[src/rtl/board_controller.sv]
// board_controller: tic-tac-toe game state (board, cursor, win/draw scan) for the VGA renderer
// Ports: clk/rst (async high); btn_next, btn_place raw buttons; player_address -> player combinational cell read;
//        sel_position cursor; pos1..pos3 winning line (F = none); turn, game_over, winner status.
module board_controller #(
  parameter int SYNC_STAGES  = 2,
  parameter int START_PLAYER = 1
) (
  input  logic       clk,
  input  logic       rst,
  input  logic       btn_next,
  input  logic       btn_place,
  input  logic [3:0] player_address,
  output logic [1:0] player,
  output logic [3:0] sel_position,
  output logic [3:0] pos1,
  output logic [3:0] pos2,
  output logic [3:0] pos3,
  output logic [1:0] turn,
  output logic       game_over,
  output logic [1:0] winner
);
  typedef enum logic [1:0] {PLAY, CHECK, WIN, DRAW} state_t;
  // One nibble per cell index, lines in scan order.
  localparam logic [11:0] LINES [8] = '{12'h012, 12'h345, 12'h678, 12'h036,
                                        12'h147, 12'h258, 12'h048, 12'h246};
  state_t                 state_q;
  logic [8:0][1:0]        cells_q;
  logic [3:0]             sel_q, pos1_q, pos2_q, pos3_q, cnt_q;
  logic [1:0]             turn_q, winner_q;
  logic                   game_over_q;
  logic [2:0]             line_q;
  logic [SYNC_STAGES-1:0] nxt_sync_q, plc_sync_q;
  logic                   nxt_prev_q, plc_prev_q;
  logic                   next_p, place_p, hit;
  logic [11:0]            ln;
  assign next_p  = nxt_sync_q[SYNC_STAGES-1] & ~nxt_prev_q;
  assign place_p = plc_sync_q[SYNC_STAGES-1] & ~plc_prev_q;
  assign ln      = LINES[line_q];
  // During CHECK turn_q still holds the mark just placed.
  assign hit = (cells_q[ln[11:8]] == turn_q) && (cells_q[ln[7:4]] == turn_q) && (cells_q[ln[3:0]] == turn_q);
  assign player       = (player_address < 4'd9) ? cells_q[player_address] : 2'd0;
  assign sel_position = sel_q;
  assign pos1         = pos1_q;
  assign pos2         = pos2_q;
  assign pos3         = pos3_q;
  assign turn         = turn_q;
  assign game_over    = game_over_q;
  assign winner       = winner_q;
  always_ff @(posedge clk or posedge rst) begin
    if (rst) begin
      state_q     <= PLAY;
      cells_q     <= '0;
      sel_q       <= '0;
      pos1_q      <= 4'hF;
      pos2_q      <= 4'hF;
      pos3_q      <= 4'hF;
      cnt_q       <= '0;
      turn_q      <= 2'(START_PLAYER);
      winner_q    <= '0;
      game_over_q <= 1'b0;
      line_q      <= '0;
      nxt_sync_q  <= '0;
      plc_sync_q  <= '0;
      nxt_prev_q  <= 1'b0;
      plc_prev_q  <= 1'b0;
    end else begin
      nxt_sync_q <= {nxt_sync_q[SYNC_STAGES-2:0], btn_next};
      plc_sync_q <= {plc_sync_q[SYNC_STAGES-2:0], btn_place};
      nxt_prev_q <= nxt_sync_q[SYNC_STAGES-1];
      plc_prev_q <= plc_sync_q[SYNC_STAGES-1];
      case (state_q)
        PLAY: begin
          if (place_p && cells_q[sel_q] == 2'd0) begin
            cells_q[sel_q] <= turn_q;
            cnt_q          <= cnt_q + 4'(cnt_q != 4'd9);
            line_q         <= '0;
            state_q        <= CHECK;
          end else if (next_p && !place_p) begin
            sel_q <= (sel_q == 4'd8) ? 4'd0 : sel_q + 4'd1;
          end
        end
        CHECK: begin
          if (hit) begin
            pos1_q      <= ln[11:8];
            pos2_q      <= ln[7:4];
            pos3_q      <= ln[3:0];
            winner_q    <= turn_q;
            game_over_q <= 1'b1;
            state_q     <= WIN;
          end else if (line_q == 3'd7) begin
            if (cnt_q == 4'd9) begin
              winner_q    <= '0;
              game_over_q <= 1'b1;
              state_q     <= DRAW;
            end else begin
              turn_q  <= turn_q ^ 2'b11;
              state_q <= PLAY;
            end
          end else begin
            line_q <= line_q + 3'd1;
          end
        end
        default: begin
          if (place_p) begin
            cells_q     <= '0;
            pos1_q      <= 4'hF;
            pos2_q      <= 4'hF;
            pos3_q      <= 4'hF;
            winner_q    <= '0;
            game_over_q <= 1'b0;
            cnt_q       <= '0;
            turn_q      <= 2'(START_PLAYER);
            sel_q       <= '0;
            state_q     <= PLAY;
          end
        end
      endcase
    end
  end
endmodule

[config.mk]
export PLATFORM = sky130hd
export DESIGN_NAME = board_controller
export DESIGN_NICKNAME = d
export VERILOG_FILES = /design/src/rtl/board_controller.sv
export SDC_FILE = /design/constraint.sdc
export NUM_CORES = 1
export LEC_CHECK = 0
export BUFFER_PORTS_ARGS = -buffer_cell sky130_fd_sc_hd__buf_2
export CAP_MARGIN = 5
export CELL_PAD_IN_SITES_DETAIL_PLACEMENT = 1
export CELL_PAD_IN_SITES_GLOBAL_PLACEMENT = 1
export CORE_MARGIN = 2
export CORE_UTILIZATION = 50
export CTS_CLUSTER_SIZE = 24
export DETAILED_ROUTE_END_ITERATION = 6
export HOLD_SLACK_MARGIN = 0.03
export PLACE_DENSITY = 0.89
export SLEW_MARGIN = 20
export SYNTH_ARGS = -nofsm -noshare
export SYNTH_HDL_FRONTEND = slang
export SYNTH_SLANG_ARGS = --single-unit
[constraint.sdc]
create_clock -name clk -period 6.4 [get_ports clk]
set_input_delay 0.96 -clock clk [delete_from_list [all_inputs] [get_ports clk]]
set_output_delay 0.96 -clock clk [all_outputs]
set_load 0.005 [all_outputs]
======== Word level (Yosys, flattened, before mapping) ========
Memories as Yosys holds them, arrays and structs flattened.
Cells that the tools add are included.
storage, ports and cells
  register bits ........................... 54
  ROM bits ................................ 96
  input bits .............................. 8
  output and inout bits ................... 23
  word-level logic and storage cells ...... 137
  memories ................................ 1
operators by class
  add/subtract/negate cells ............... 3
  $lt $le $gt $ge ......................... 8
  equal/unequal tests ..................... 18
  muxes and demuxes ....................... 57
  bitwise logic cells ..................... 8
  reductions and logical operators ........ 19
memories
  name              depth  bits a word  read ports  clocked after Yosys merged registers in  write ports  line  source
  (name not given)  8      12           1           0                                        0            38    assign ln = LINES[line_q];
operators with widths
  kind                                                                   count
  2-bit binary-select mux with 4-bit select                              5
  4-bit case mux with 2 select lines                                     5
  2-bit 2-to-1 mux                                                       19
  18-bit 2-to-1 mux                                                      2
  4-bit 2-to-1 mux                                                       9
  18-bit case mux with 2 select lines                                    1
  4-bit by 5-bit < comparator with 1-bit output (second input constant)  5
  12-bit 2-to-1 mux                                                      2
  18-bit bitwise mux                                                     1
  2-bit inequality test (second input constant)                          8
  2-bit case mux with 2 select lines                                     3
  4-bit AND reduction                                                    3
  3-bit 2-to-1 mux                                                       3
  3-bit AND reduction                                                    3
  2-bit demux with 4-bit select                                          1
  4-bit == test (second input constant)                                  2
  2-bit == test                                                          3
  3-bit inequality test (second input constant)                          2
  3-bit case mux with 2 select lines                                     1
  2-bit nonzero test                                                     3
  1-bit logical AND                                                      5
  5-bit AND reduction                                                    1
  4-bit by 1-bit adder with 4-bit output                                 1
  4-bit by 1-bit adder with 4-bit output (second input constant)         1
  16 further kinds                                                       24

======== Logic depth before layout (Yosys ltp) ========
  depth after elaboration ................. 11
  depth in mapped cells ................... 13

======== Worst setup path before layout ========
No wires, ideal clock.
  kind .................................... reg2reg
  start point ............................. register line_q[1]
  end point ............................... register turn_q[1] (netlist: turn[1])
  setup time .............................. 0.124 ns
  data arrival time ....................... 3.060 ns
  slack ................................... 3.216 ns
  stages on the path, launching flop included .. 13
  path buffers ............................ 2
  clock period less this slack ............ 3.184 ns
  cells stage by stage .................... dfrtp_1 > clkbuf_1 > inv_1 > ha_1 > and2_1 > or2_1 > clkbuf_1 > mux4_2 > o221a_1 > nor4_2 > o22ai_2 > and4_1 > a211o_1
between the ends
  word-level cells in the longest chain between the ends .. 11
  elaborated cells between the ends (all ways) .. 19
  those cells by class .................... 6 x eq/ne; 8 x mux; 1 x bitwise; 3 x reduce/logical; 1 x memory
ends and longest elaborated chain
  what                                                    line  source
  start, declared                                         31    logic [2:0] line_q;
  start signal, assigned                                  100   line_q <= line_q + 3'd1;
  3-bit inverter with 4-bit output (implied by the code)  38
  memory read 8 x 12 bit                                  --
  12-bit 2-to-1 mux (implied by the code) (2 in a row)    38
  2-bit binary-select mux with 4-bit select               40    assign hit = (cells_q[ln[11:8]] == turn_q) && (cells_q[ln[7:4]] == turn_q) && (cells_q[ln[3:0]] == turn_q);
  2-bit 2-to-1 mux (implied by the code)                  40
  2-bit == test                                           40
  1-bit logical AND (2 in a row)                          40
  2-bit inequality test (no line)                         --
  5-bit AND reduction (no line) (*)                       --
  end signal, assigned                                    58    turn_q <= 2'(START_PLAYER);
  end signal, assigned                                    96    turn_q <= turn_q ^ 2'b11;
  end signal, assigned                                    112   turn_q <= 2'(START_PLAYER);
  end, declared                                           29    logic [1:0] turn_q, winner_q;
Every way passes the cells marked *; elsewhere a longest branch is shown, timed or not. The select of a mux whose other input is x is not followed.
A chain may end at the register's enable or synchronous reset.

======== Final worst setup path ========
  start point ............................. register line_q[1]
  end point ............................... register pos3_q[2] (netlist: pos3[2])
between the ends
  word-level cells in the longest chain between the ends .. 11
  elaborated cells between the ends (all ways) .. 19
  those cells by class .................... 4 x eq/ne; 10 x mux; 1 x bitwise; 3 x reduce/logical; 1 x memory
ends and longest elaborated chain
  what                                                        line  source
  3-bit inverter with 4-bit output (implied by the code) (*)  38
  memory read 8 x 12 bit (*)                                  --
  12-bit 2-to-1 mux (implied by the code) (*) (2 in a row)    38
  2-bit binary-select mux with 4-bit select                   40
  2-bit 2-to-1 mux (implied by the code)                      40
  2-bit == test                                               40
  1-bit logical AND (2 in a row)                              40
  2-bit inequality test (no line)                             --
  3-bit AND reduction (no line)                               --
  end signal, assigned                                        86    pos3_q <= ln[3:0];
  end, declared                                               28    logic [3:0] sel_q, pos1_q, pos2_q, pos3_q, cnt_q;
Marks and branches as above.

==> summary.txt <==
Status = completed
Critical Path AT = 4340 ps
Mean routed wirelength per cell = 22.0 microns
F_max = 244 MHz
Vias = 2742
Power per cell area = 454 nW/um^2
Total routed wirelength = 9440 microns
I/O Buffers = 30
Most frequent cells in the layout = dfrtp_1 (41), nand2_1 (40), buf_2 (30), nor2_1 (28), nand3_1 (27)
Worst Path Max Fanout = 15
Number of synthesized flops with an enable pin = 0
Gr ovfl total = 0
Max IR drop VDD = 0.228 mV
Pin count of the biggest net entering global routing = 53
Asr flop ratio synth = 100%
Initial Util = 51.6%
H-tree lvl count = 2
Syn avg cell area = 9.75 sq um
Top cells by area, synth = dfrtp_1 (32%), mux4_2 (9.7%), dfstp_2 (8.9%)
Post-CTS Resized = 0
Max-slew violations = 0
Core area = 6310 sq um
Max Cap Violations = 0
YS warnings = 0
Vias in the first global route = 3021
Clk_lat worst skew = 330 ps
Initial drt markers = 194
Share of post-route cells with drive strength above 1 = 21.3%
RSZ-0062 raised after global routing = no
Worst Path Required = 6650 ps
Post-Syn Instances = 334
Nets = 370
Distinct cells, synth = 55
Slew @ Worst Pin = 890 ps
Root Driver = clkbuf_8
Syn Std Cell Area = 3260 sq um
Synthesized Nets = 353
Clk pin slew, worst setup/hold paths = 110 ps
Initial antenna violation count = 0
Num CTS Buffers = 5
Crit Path Class = register to register
Total Routing Usage GR = 28.0%
Final setup fails = 0
Setup tns final = 0 ps
Ys flop type = dfrtp_1
1st-pass router iterations = 4
Horiz. Die Dim = 84.7 microns
Min-delay worst type = register to register
Clock sinks = 52
Nature of the critical path startpoint = register
CTS max path bufs = 2
Largest area contributor in the netlist = dfrtp_1
Sequential fraction of the synthesis area = 40.4%
# diodes = 0
IO Count = 31
Final Hold Vio Count = 0
Antenna-violating nets left = 0
GPL Wtd Cong = 0.905
Min Tclk post-route = 4090 ps
Dpl hpwl = 6460 microns
Capturing element type of the critical path = register
Syn-to-layout area delta = 8.30%
Skew final = 12.0 ps
Via-per-instance ratio = 6.39
Die height = 84.7 microns
Post-CTS Setup Repair Bufs = 0
Leading cell type in the layout, fill and taps excluded = dfrtp_1
Leak = 0.00152 uW
Yosys reg bits = 52
Period utilisation layout = 63.9%
Row count = 29
CTS tree = yes
First-pass GRT wire length = 15600 microns
Share of the synthesized area in the top cell type = 31.5%
Die ar. = 7170 sq um
DRC Markers = 0
Worst slew margin = 40.6%
Layout Utilization = 55.9%
Post-CTS Hold Fix Bufs = 0
Yosys cell counts, drive strengths merged, types with 2 or more instances:
cell type,count
nand4,4
o21ai,24
o211ai,2
ha,11
buf,7
and2,5
a21oi,11
o21a,2
a21o,3
a32o,2
mux2i,15
nand2,40
nand3,27
and4,4
xor2,3
nor3b,3
clkbuf,14
nor2b,4
a221oi,3
o311ai,3
nor3,7
or2,3
a211oi,3
dfstp,11
nor2,29
nor4b,2
dfrtp,41
inv,14
a31oi,2
a22o,2
mux4,15
nand2b,5
metrics by stage:
| stage | total power (uW) | setup WS, ps | hold slack [ps] | std cells | cell area [sq um] |
|---|---|---|---|---|---|
| 2_1_floorplan | 1130 | 3220 | 331 | 334 | 3260 |
| 3_3_place_gp | 1320 | 2570 | 334 | 421 | 3410 |
| 3_5_place_dp | 1350 | 2350 | 347 | 421 | 3410 |
| 4_1_cts | 1610 | 2300 | 370 | 429 | 3530 |
| 5_1_grt | 1710 | 2030 | 380 | 429 | 3530 |
| 6_report | 1600 | 2310 | 368 | 429 | 3530 |
metal layers:
layer | global-route usage (%) | vias up | wire length (microns)
li1 | - | 1243 | -
met1 | 34.6 | 1380 | 3950
met2 | 48.6 | 93 | 4740
met3 | 4.42 | 26 | 435
met4 | 12.0 | 0 | 311
met5 | 0 | - | 0
worst max-delay path: stages (launching register included):
cell	delay [ps]
dfrtp_1	570
inv_1	170
ha_1	640
and2_1	250
or2_1	300
mux4_2	340
o221a_1	280
nor4_2	280
o22ai_2	280
nor2_2	620
mux2i_1	270
final cells by class:
type	count	area (sq um)
fillers	733	2790
multi-input cells	247	1790
flip-flops and latches	52	1320
repair buffers	31	158
well taps	77	96.3
clock buffers	5	68.8
inverters	14	56.3
clock inverters	3	46.3
cell families after synthesis:
| family | count (synthesis) | share of synthesized area [%] |
|---|---|---|
| XOR/XNOR | 3 | 0.807 |
| AO/OA/AOI/OAI | 65 | 13.1 |
| AND/OR/NAND/NOR | 137 | 20.9 |
| flip-flops | 52 | 40.4 |
| multiplexers | 31 | 15.8 |
| buffers and inverters | 35 | 4.80 |
| adder cells (fa/ha/maj) | 11 | 4.23 |
power by group:
part	internal [uW]	total [uW]	switching, uW	leakage [uW]
sequential	438	581	143	0.000656
clock	119	242	123	0.0000600
combinational	333	778	444	0.000804
final timing paths:
kind,from,endpoint,slack (ps),depth (start not counted)
setup / recovery,line_q[1]$_DFFE_PP0P_,pos3[2]$_DFFE_PP1P_,2310,10
min in group asynchronous,rst,plc_sync_q[1]$_DFF_PP0_,790,2
max in group asynchronous,rst,nxt_sync_q[1]$_DFF_PP0_,5080,2
hold / removal,plc_sync_q[0]$_DFF_PP0_,plc_sync_q[1]$_DFF_PP0_,370,0
setup reg to reg,line_q[1]$_DFFE_PP0P_,pos3[2]$_DFFE_PP1P_,2310,10
hold reg to reg,plc_sync_q[0]$_DFF_PP0_,plc_sync_q[1]$_DFF_PP0_,370,0
sequential cells by signal, indices dropped and copies added, names as in the netlist:
name          count
nxt_prev_q        1
sel_position      4
turn              2
nxt_sync_q        2
pos3              3
plc_sync_q        2
line_q            3
game_over         1
pos1              4
cnt_q             4
plc_prev_q        1
state_q           2
winner            2
cells_q          18
pos2              3
Note: power is estimated with default switching activity, not from simulation.
